<file path="config.mk">
export PLATFORM = sky130hd
export DESIGN_NAME = sgd_grad_gen
export DESIGN_NICKNAME = d
export VERILOG_FILES = /design/src/rtl/sgd_grad_gen.sv
export SDC_FILE = /design/constraint.sdc
export NUM_CORES = 1
export LEC_CHECK = 0
export CAP_MARGIN = 10
export CORE_ASPECT_RATIO = 1.1
export CORE_MARGIN = 4
export CORE_UTILIZATION = 55
export DETAILED_ROUTE_END_ITERATION = 10
export PLACE_DENSITY_LB_ADDON = 0.2
export SLEW_MARGIN = 20
export SYNTH_ARGS = -nofsm -noshare
export SYNTH_HDL_FRONTEND = slang
export SYNTH_SLANG_ARGS = --single-unit
</file>
<file path="constraint.sdc">
create_clock -name clk -period 6.47 [get_ports clk]
set_input_delay 0.9705 -clock clk [delete_from_list [all_inputs] [get_ports clk]]
set_output_delay 0.9705 -clock clk [all_outputs]
set_load 0.01 [all_outputs]
</file>
<file path="src/rtl/sgd_grad_gen.sv">
// ---------------------------------------------------------------------------
// sgd_grad_gen
//
// Forward/error half of the Axiline SGD training datapath. One sample vector
// is streamed in as (x, w) element pairs. The block accumulates the dot
// product w.x, subtracts the label y, scales the error by the learning rate
// mu, and presents the result as the scalar gradient term that every
// sgd_stage weight-update lane consumes as data_in.
//
// All arithmetic is unsigned and wraps modulo 2^bitwidth. This matches the
// truncation done in sgd_stage.
//
// Parameters
//   bitwidth       width of weights, accumulator, label and gradient
//   inputBitwidth  width of feature x and learning rate mu (<= bitwidth)
//   num_elem       elements per sample vector (>= 1)
//
// Ports
//   clk        in   clock
//   rst        in   asynchronous, active-high reset
//   in_valid   in   element beat valid
//   in_ready   out  block accepts an element beat (high only while accumulating)
//   x          in   feature element
//   w          in   weight element
//   y          in   label, taken only from the final beat of a vector
//   mu         in   learning rate, taken only from the final beat of a vector
//   out_valid  out  grad is valid
//   out_ready  in   downstream accepts grad
//   grad       out  registered (acc - y) * mu
//   elem_idx   out  index of the next expected element
// ---------------------------------------------------------------------------
module sgd_grad_gen #(
    parameter int bitwidth      = 16,
    parameter int inputBitwidth = 8,
    parameter int num_elem      = 8,
    localparam int IdxW         = (num_elem > 1) ? $clog2(num_elem) : 1
) (
    input  logic                     clk,
    input  logic                     rst,
    input  logic                     in_valid,
    output logic                     in_ready,
    input  logic [inputBitwidth-1:0] x,
    input  logic [bitwidth-1:0]      w,
    input  logic [bitwidth-1:0]      y,
    input  logic [inputBitwidth-1:0] mu,
    output logic                     out_valid,
    input  logic                     out_ready,
    output logic [bitwidth-1:0]      grad,
    output logic [IdxW-1:0]          elem_idx
);

    // Only one vector is in flight at a time: it is accumulated in ACC,
    // turned into a gradient in CALC, and held in OUT until downstream
    // takes it.
    typedef enum logic [1:0] {
        ACC  = 2'd0,
        CALC = 2'd1,
        OUT  = 2'd2
    } state_t;

    localparam logic [IdxW-1:0] LastIdx = IdxW'(num_elem - 1);

    state_t                stateQ, stateD;
    logic [bitwidth-1:0]   accQ,   accD;
    logic [bitwidth-1:0]   yQ,     yD;
    logic [inputBitwidth-1:0] muQ, muD;
    logic [bitwidth-1:0]   gradQ,  gradD;
    logic [IdxW-1:0]       idxQ,   idxD;

    logic [bitwidth-1:0]   xExt;
    logic [bitwidth-1:0]   muExt;
    logic [bitwidth-1:0]   beatProd;
    logic [bitwidth-1:0]   errVal;
    logic [bitwidth-1:0]   gradProd;
    logic                  lastBeat;

    // Narrow operands are zero-extended so that both multiplies are
    // evaluated at bitwidth. Only the low bitwidth bits of each product
    // are kept, which is the wrap-around the weight-update lanes expect.
    always_comb begin
        xExt     = bitwidth'(x);
        muExt    = bitwidth'(muQ);
        beatProd = w * xExt;
        errVal   = accQ - yQ;
        gradProd = errVal * muExt;
        lastBeat = (idxQ == LastIdx);
    end

    // Next-state and datapath update. Every register holds unless a case
    // below says otherwise. A beat is accepted only in ACC, because
    // in_ready is exactly "state is ACC". When num_elem is 1, LastIdx is 0,
    // so every beat is both the first and the final beat.
    always_comb begin
        stateD = stateQ;
        accD   = accQ;
        yD     = yQ;
        muD    = muQ;
        gradD  = gradQ;
        idxD   = idxQ;

        case (stateQ)
            ACC: begin
                if (in_valid) begin
                    accD = accQ + beatProd;
                    if (lastBeat) begin
                        yD     = y;
                        muD    = mu;
                        idxD   = '0;
                        stateD = CALC;
                    end else begin
                        idxD = idxQ + IdxW'(1);
                    end
                end
            end

            CALC: begin
                gradD  = gradProd;
                stateD = OUT;
            end

            OUT: begin
                // Clearing acc on the handshake lets the next vector start
                // from zero on the very next accepted beat.
                if (out_ready) begin
                    accD   = '0;
                    stateD = ACC;
                end
            end

            default: begin
                stateD = ACC;
            end
        endcase
    end

    // State registers. Reset drops any partial vector or pending gradient
    // and returns the block to accepting beats.
    always_ff @(posedge clk or posedge rst) begin
        if (rst) begin
            stateQ <= ACC;
            accQ   <= '0;
            yQ     <= '0;
            muQ    <= '0;
            gradQ  <= '0;
            idxQ   <= '0;
        end else begin
            stateQ <= stateD;
            accQ   <= accD;
            yQ     <= yD;
            muQ    <= muD;
            gradQ  <= gradD;
            idxQ   <= idxD;
        end
    end

    // The handshake outputs are decoded from the registered state only.
    // This keeps in_valid and out_ready off any combinational path to an
    // output.
    assign in_ready  = (stateQ == ACC);
    assign out_valid = (stateQ == OUT);
    assign grad      = gradQ;
    assign elem_idx  = idxQ;

endmodule

</file>
==> flow_metrics.tcl, run 1 <==
set metrics [dict create \
    cp-startpoint "accQ[2]$_DFFE_PP0P_" \
    initial_core_util 0.5666 \
    hold_path_class "flop to flop" \
    grt_overflow 0 \
    final_cell_mix "inv_1, nand2_1, fa_1, and2_1, clkdlybuf4s50_1" \
    grt_first_pass_wirelength_um 32240 \
    antenna_found_initial 0 \
    clk_pin_slew_ns 0.06 \
    reg2reg_to "grad[15]$_DFFE_PP0N_" \
    fin_worst_skew_ns 0.006612 \
    synthMuxAreaShare 0.02451 \
    outcome "finished clean" \
    ant_nets 0 \
    syn_area_per_cell_um2 9.065 \
    syn_area_um2 8984 \
    synth-seq-cells 61 \
    wl_um 18800 \
    ios 73 \
    dr_total_vias 6681 \
    drt_iter0_markers 216 \
    drc 0 \
    synth_compound_area_frac 0.09359 \
    coreArea_um2 15860 \
    cts_buffer_depth 2 \
    insertion_delay_ns 0.35 \
    holdPathEnd "grad[9]$_DFFE_PP0N_" \
    synth_xor_xnor_area_share 0.05766 \
    die_area_um2 18440 \
    layout.nets 1314 \
    cts_root_buffer "clkbuf_16" \
    synth-adder-area-share 0.3928 \
    syn_to_final_growth_pct 15.07 \
    grtUsageTotal 0.2169 \
    yosysWarnings 0 \
    yosys-top-cells-area "fa_1, dfrtp_1, ha_1" \
    reg2reg_from "accQ[2]$_DFFE_PP0P_" \
    rows 48 \
    layout_commonest_cell "inv_1" \
    via_per_inst 5.277 \
    fin_util 0.6520 \
    reg2regPathDepth 20 \
    fp.dieW_um 129.9 \
    crit_path_end_kind "flop" \
    hold_depth 2 \
    critPathArrivalTime_ns 6.33 \
    synth_edf_count 0 \
    path_max_fanout 5 \
    yosys.area_share.simple 0.1669 \
    yosysTopAreaCell "fa_1" \
    ys.flop_type "dfrtp_1" \
    startpoint_type "flop" \
    maxSlewHeadroom 0.4603 \
    tns_ns 0 \
    insertedDiodeCount 0 \
    port-buffer-count 72 \
    syn-num-nets 1244 \
    wire_per_inst_um 14.85 \
    fin_crit_ns 6.125 \
    drt_first_pass_iters 5 \
    yosys.cell_types.count 55 \
    cts.sinks 61 \
    r2r_slack_ns 0.35 \
    required_ns 6.68 \
    drive_above_1_share 0.06942 \
    cts_tree "built" \
    crit_type "flop to flop" \
    grt_max_degree 62 \
    setup_viol_count_final 0 \
    syn_inst 991 \
    hold_viol_final 0 \
    fmax_mhz 163.3 \
    cts_htree_levels 3 \
    worst_pin_slew_ns 0.8096 \
    seq_area_frac_synth 0.1699 \
    min_from "grad[9]$_DFFE_PP0N_" \
    place.gp.congestion 0.8620 \
    ys_async_sr_fraction 1.000 \
    grt_pass1_vias 6938 \
    synth_top_family_by_area "adder cells" \
    synth_top_area_share 0.3008 \
    dieHeight_um 142.0 \
    ctsHoldBuffers 0 \
    dp.final_hpwl_um 15390 \
    cts_buffers 9 \
    finalCritPeriodShare 0.9466 \
    drv_cap 0 \
    drv_slew 0 \
]
## synth_stat cells (all sizes together) (16+ instances only)
| master | n |
|---|---|
| and2 | 91 |
| inv | 191 |
| nand2 | 141 |
| a21oi | 21 |
| xor2 | 18 |
| dfrtp | 61 |
| nor2 | 28 |
| a22o | 16 |
| mux2 | 16 |
| o21ai | 43 |
| ha | 66 |
| fa | 135 |
| clkbuf | 29 |
| xnor2 | 36 |
## layer usage
layer,up-vias,global-route usage,wire [um]
met3,36,0.02815,554
met1,3299,0.2706,7998
met4,0,0.06127,422
met2,134,0.3932,9826
met5,-,0,0
li1,3212,-,-
## cells by family (layout without fill, tap and decap cells)
family	Yosys count	in the layout
buffers and inverters	224	299
and+or+nand+nor	307	307
AOI/OAI and AO/OA	122	122
muxes	20	20
xor gates and xnor gates	56	56
DFF	61	61
adders and majority gates	201	201
## worst max-delay path by stage
stage                                 to  cells after the start
detailed placement  grad[15]$_DFFE_PP0N_                     25
global placement    grad[15]$_DFFE_PP0N_                     25
finish              grad[15]$_DFFE_PP0N_                     20
global route        grad[15]$_DFFE_PP0N_                     25
floorplan           grad[15]$_DFFE_PP0N_                     25
CTS                 grad[15]$_DFFE_PP0N_                     25
## repair_timing
item	4_1_cts	5_1_grt
endpoints found under the hold margin	0	0
pin swaps	0	8
endpoints found under the setup margin	1	1
buffers inserted	0	3
resized for setup	1	15
## worst max-delay path: stages (launching register included)
cell	delay, ns
dfrtp_1	0.42
ha_2	0.42
o21a_1	0.17
o31a_1	0.26
o21ai_4	0.13
or3_1	0.36
nand3_1	0.23
nand2_1	0.12
fa_1	0.55
fa_1	0.57
fa_1	0.43
fa_1	0.49
inv_1	0.04
ha_1	0.21
or3_1	0.37
a2111oi_2	0.35
nor3_1	0.09
xor2_1	0.16
xnor3_1	0.42
xnor2_1	0.16
o21ai_1	0.07
## registers in the layout, indices dropped and copies added (netlist names)
register / count
accQ: 16
grad: 16
yQ: 16
muQ: 8
elem_idx: 3
stateQ: 2
## layout make-up
cell class / count / area [um2]
Multi-Input combinational cell: 706 / 6684
Fill cell: 1367 / 5518
Sequential cell: 61 / 1528
Timing Repair Buffer: 92 / 870.8
Inverter: 191 / 716.9
Tap cell: 200 / 250.2
Clock buffer: 9 / 225.2
Clock inverter: 7 / 62.56
## metrics by stage
| stage | setup WS [ns] | instances | hold WS [ns] | area (um2) |
|---|---|---|---|---|
| final | 0.3455 | 1266 | 0.4742 | 10340 |
| after CTS | 0.08947 | 1263 | 0.4824 | 10240 |
| after detailed placement | 0.006789 | 1247 | 0.4691 | 9948 |
| after global routing | -0.02879 | 1266 | 0.4990 | 10340 |
| after floorplan | 0.4502 | 991 | 0.4849 | 8984 |
| after global placement | 0.1570 | 1247 | 0.4595 | 9948 |
Power of run 1 is left out: the tool's default activity adds up to more than one toggle a clock period on the data nets, which glitch-free logic cannot reach.
==> inputs of run 2 (changes only) <==
CORE_MARGIN = 10   (was 4)
CTS_CLUSTER_DIAMETER = 120   (was not set)
GPL_ROUTABILITY_DRIVEN = 0   (was not set)
==> flow_metrics.tcl, run 2 (synthesis results as in run 1) <==
set metrics [dict create \
    ios 73 \
    rows 48 \
    crit_type "flop to flop" \
    drc 0 \
    wire_per_inst_um 14.96 \
    grtUsageTotal 0.1844 \
    cts.sinks 61 \
    startpoint_type "flop" \
    grt_first_pass_wirelength_um 33660 \
    outcome "finished clean" \
    layout_commonest_cell "inv_1" \
    worst-path-buf-inv 5 \
    hold_ws_ns 0.4727 \
    cts_buffers 9 \
    drv_slew 0 \
    cts_buffer_depth 2 \
    regArea_um2 1528 \
    antenna_found_initial 0 \
    met1_usage 0.2218 \
    fin_util 0.6490 \
    hold_viol_final 0 \
    fin_crit_ns 6.027 \
    worst_pin_slew_ns 0.8075 \
    coreArea_um2 15860 \
    slowest_delay_ns 0.54 \
    min_from "grad[12]$_DFFE_PP0N_" \
    use_met2 0.3341 \
    cts_htree_levels 3 \
    rsz0062_at_grt "no" \
    dp.final_hpwl_um 15690 \
    port-buffer-count 72 \
    insertedDiodeCount 0 \
    crit_family "adder cells" \
    syn_to_final_growth_pct 14.54 \
    grt_overflow 0 \
    clk_pin_slew_ns 0.06 \
    critPathArrivalTime_ns 6.25 \
    maxSlewHeadroom 0.4616 \
    fillCellCount 1354 \
    dieHeight_um 154.0 \
    drt_first_pass_iters 4 \
    fin_ws_ns 0.4431 \
    cts_tree "built" \
    dr_total_vias 6585 \
    setup_viol_count_final 0 \
    via_per_inst 5.210 \
    die_area_um2 21850 \
    fin_worst_skew_ns 0.007697 \
    grt_pass1_vias 7157 \
    initial_core_util 0.5666 \
    insertion_delay_ns 0.35 \
    drv_cap 0 \
    stdcell_area_um2 10290 \
    multi_input_area_um2 6648 \
    r2r_slack_ns 0.44 \
    finalCritPeriodShare 0.9315 \
    placed_cell_area_um2 9948 \
    cts_root_buffer "clkbuf_16" \
    final_cell_mix "inv_1, nand2_1, fa_1, and2_1, clkdlybuf4s50_1" \
    grt_busiest_layer "met2" \
    slowest_stage "fa_1" \
    reg2regPathDepth 26 \
    hold_depth 2 \
    fmax_mhz 165.9 \
    drt_iter0_markers 240 \
    crit_path_end_kind "flop" \
    reg2reg_to "grad[15]$_DFFE_PP0N_" \
    required_ns 6.70 \
    holdPathEnd "grad[12]$_DFFE_PP0N_" \
    layout.nets 1312 \
    fp.dieW_um 141.9 \
    grt_util_met3 0.02865 \
    hold_path_class "flop to flop" \
    reg2reg_from "accQ[0]$_DFFE_PP0P_" \
    ant_nets 0 \
    grt_max_degree 62 \
    ctsHoldBuffers 0 \
    drive_above_1_share 0.06579 \
    wl_um 18910 \
    path_max_fanout 7 \
    dp_slack_ns -0.04572 \
]
-- run 2: repair_timing --
action | 4_1_cts | 5_1_grt
buffers inserted | 0 | 0
resized for setup | 1 | 11
setup endpoints to repair | 1 | 1
pin swaps | 0 | 4
-- run 2: worst max-delay path by stage --
stage,startpoint,endpoint,cells past startpoint
5_1_grt,accQ[1]$_DFFE_PP0P_,grad[15]$_DFFE_PP0N_,25
3_5_place_dp,accQ[0]$_DFFE_PP0P_,grad[15]$_DFFE_PP0N_,25
3_3_place_gp,accQ[0]$_DFFE_PP0P_,grad[15]$_DFFE_PP0N_,25
2_1_floorplan,accQ[0]$_DFFE_PP0P_,grad[15]$_DFFE_PP0N_,25
6_report,accQ[0]$_DFFE_PP0P_,grad[15]$_DFFE_PP0N_,26
4_1_cts,accQ[0]$_DFFE_PP0P_,grad[15]$_DFFE_PP0N_,25
-- run 2: worst reg2reg max path: stages (launching register included) --
cell and delay (ns):
dfrtp_1 0.41, inv_1 0.07, ha_1 0.16, inv_1 0.06, fa_2 0.37, a21o_1 0.19
a211oi_1 0.22, nor2_1 0.08, buf_4 0.17, and2_1 0.17, fa_1 0.43, fa_1 0.47
fa_1 0.54, inv_1 0.05, fa_1 0.47, inv_1 0.04, ha_1 0.30, o21ai_0 0.09
a21oi_1 0.08, o211ai_1 0.31, a21oi_2 0.11, a2111oi_2 0.34, nor3_1 0.12, xor2_1 0.20
xnor3_1 0.25, xnor2_1 0.17, o21ai_1 0.07
-- run 2: metrics by stage --
step	cells	setup TNS (ns)
after floorplan	991	0
after global placement	1247	0
after detailed placement	1247	-0.04572
after CTS	1263	0
after global routing	1264	0
final	1264	0
-- run 2: routing by layer --
layer / part of all wire / wire length, um
met5: 0 / 0
met4: 0.015 / 279
met3: 0.032 / 598
met2: 0.52 / 9894
met1: 0.43 / 8135
-- run 2: final cells by class --
class	instances	area share
Clock inverter	7	0.006080
Clock buffer	9	0.02189
Tap cell	200	0.02432
Multi-Input combinational cell	706	0.6460
Sequential cell	61	0.1485
Inverter	191	0.06967
Timing Repair Buffer	90	0.08354
Power of run 2 is left out for the same reason.
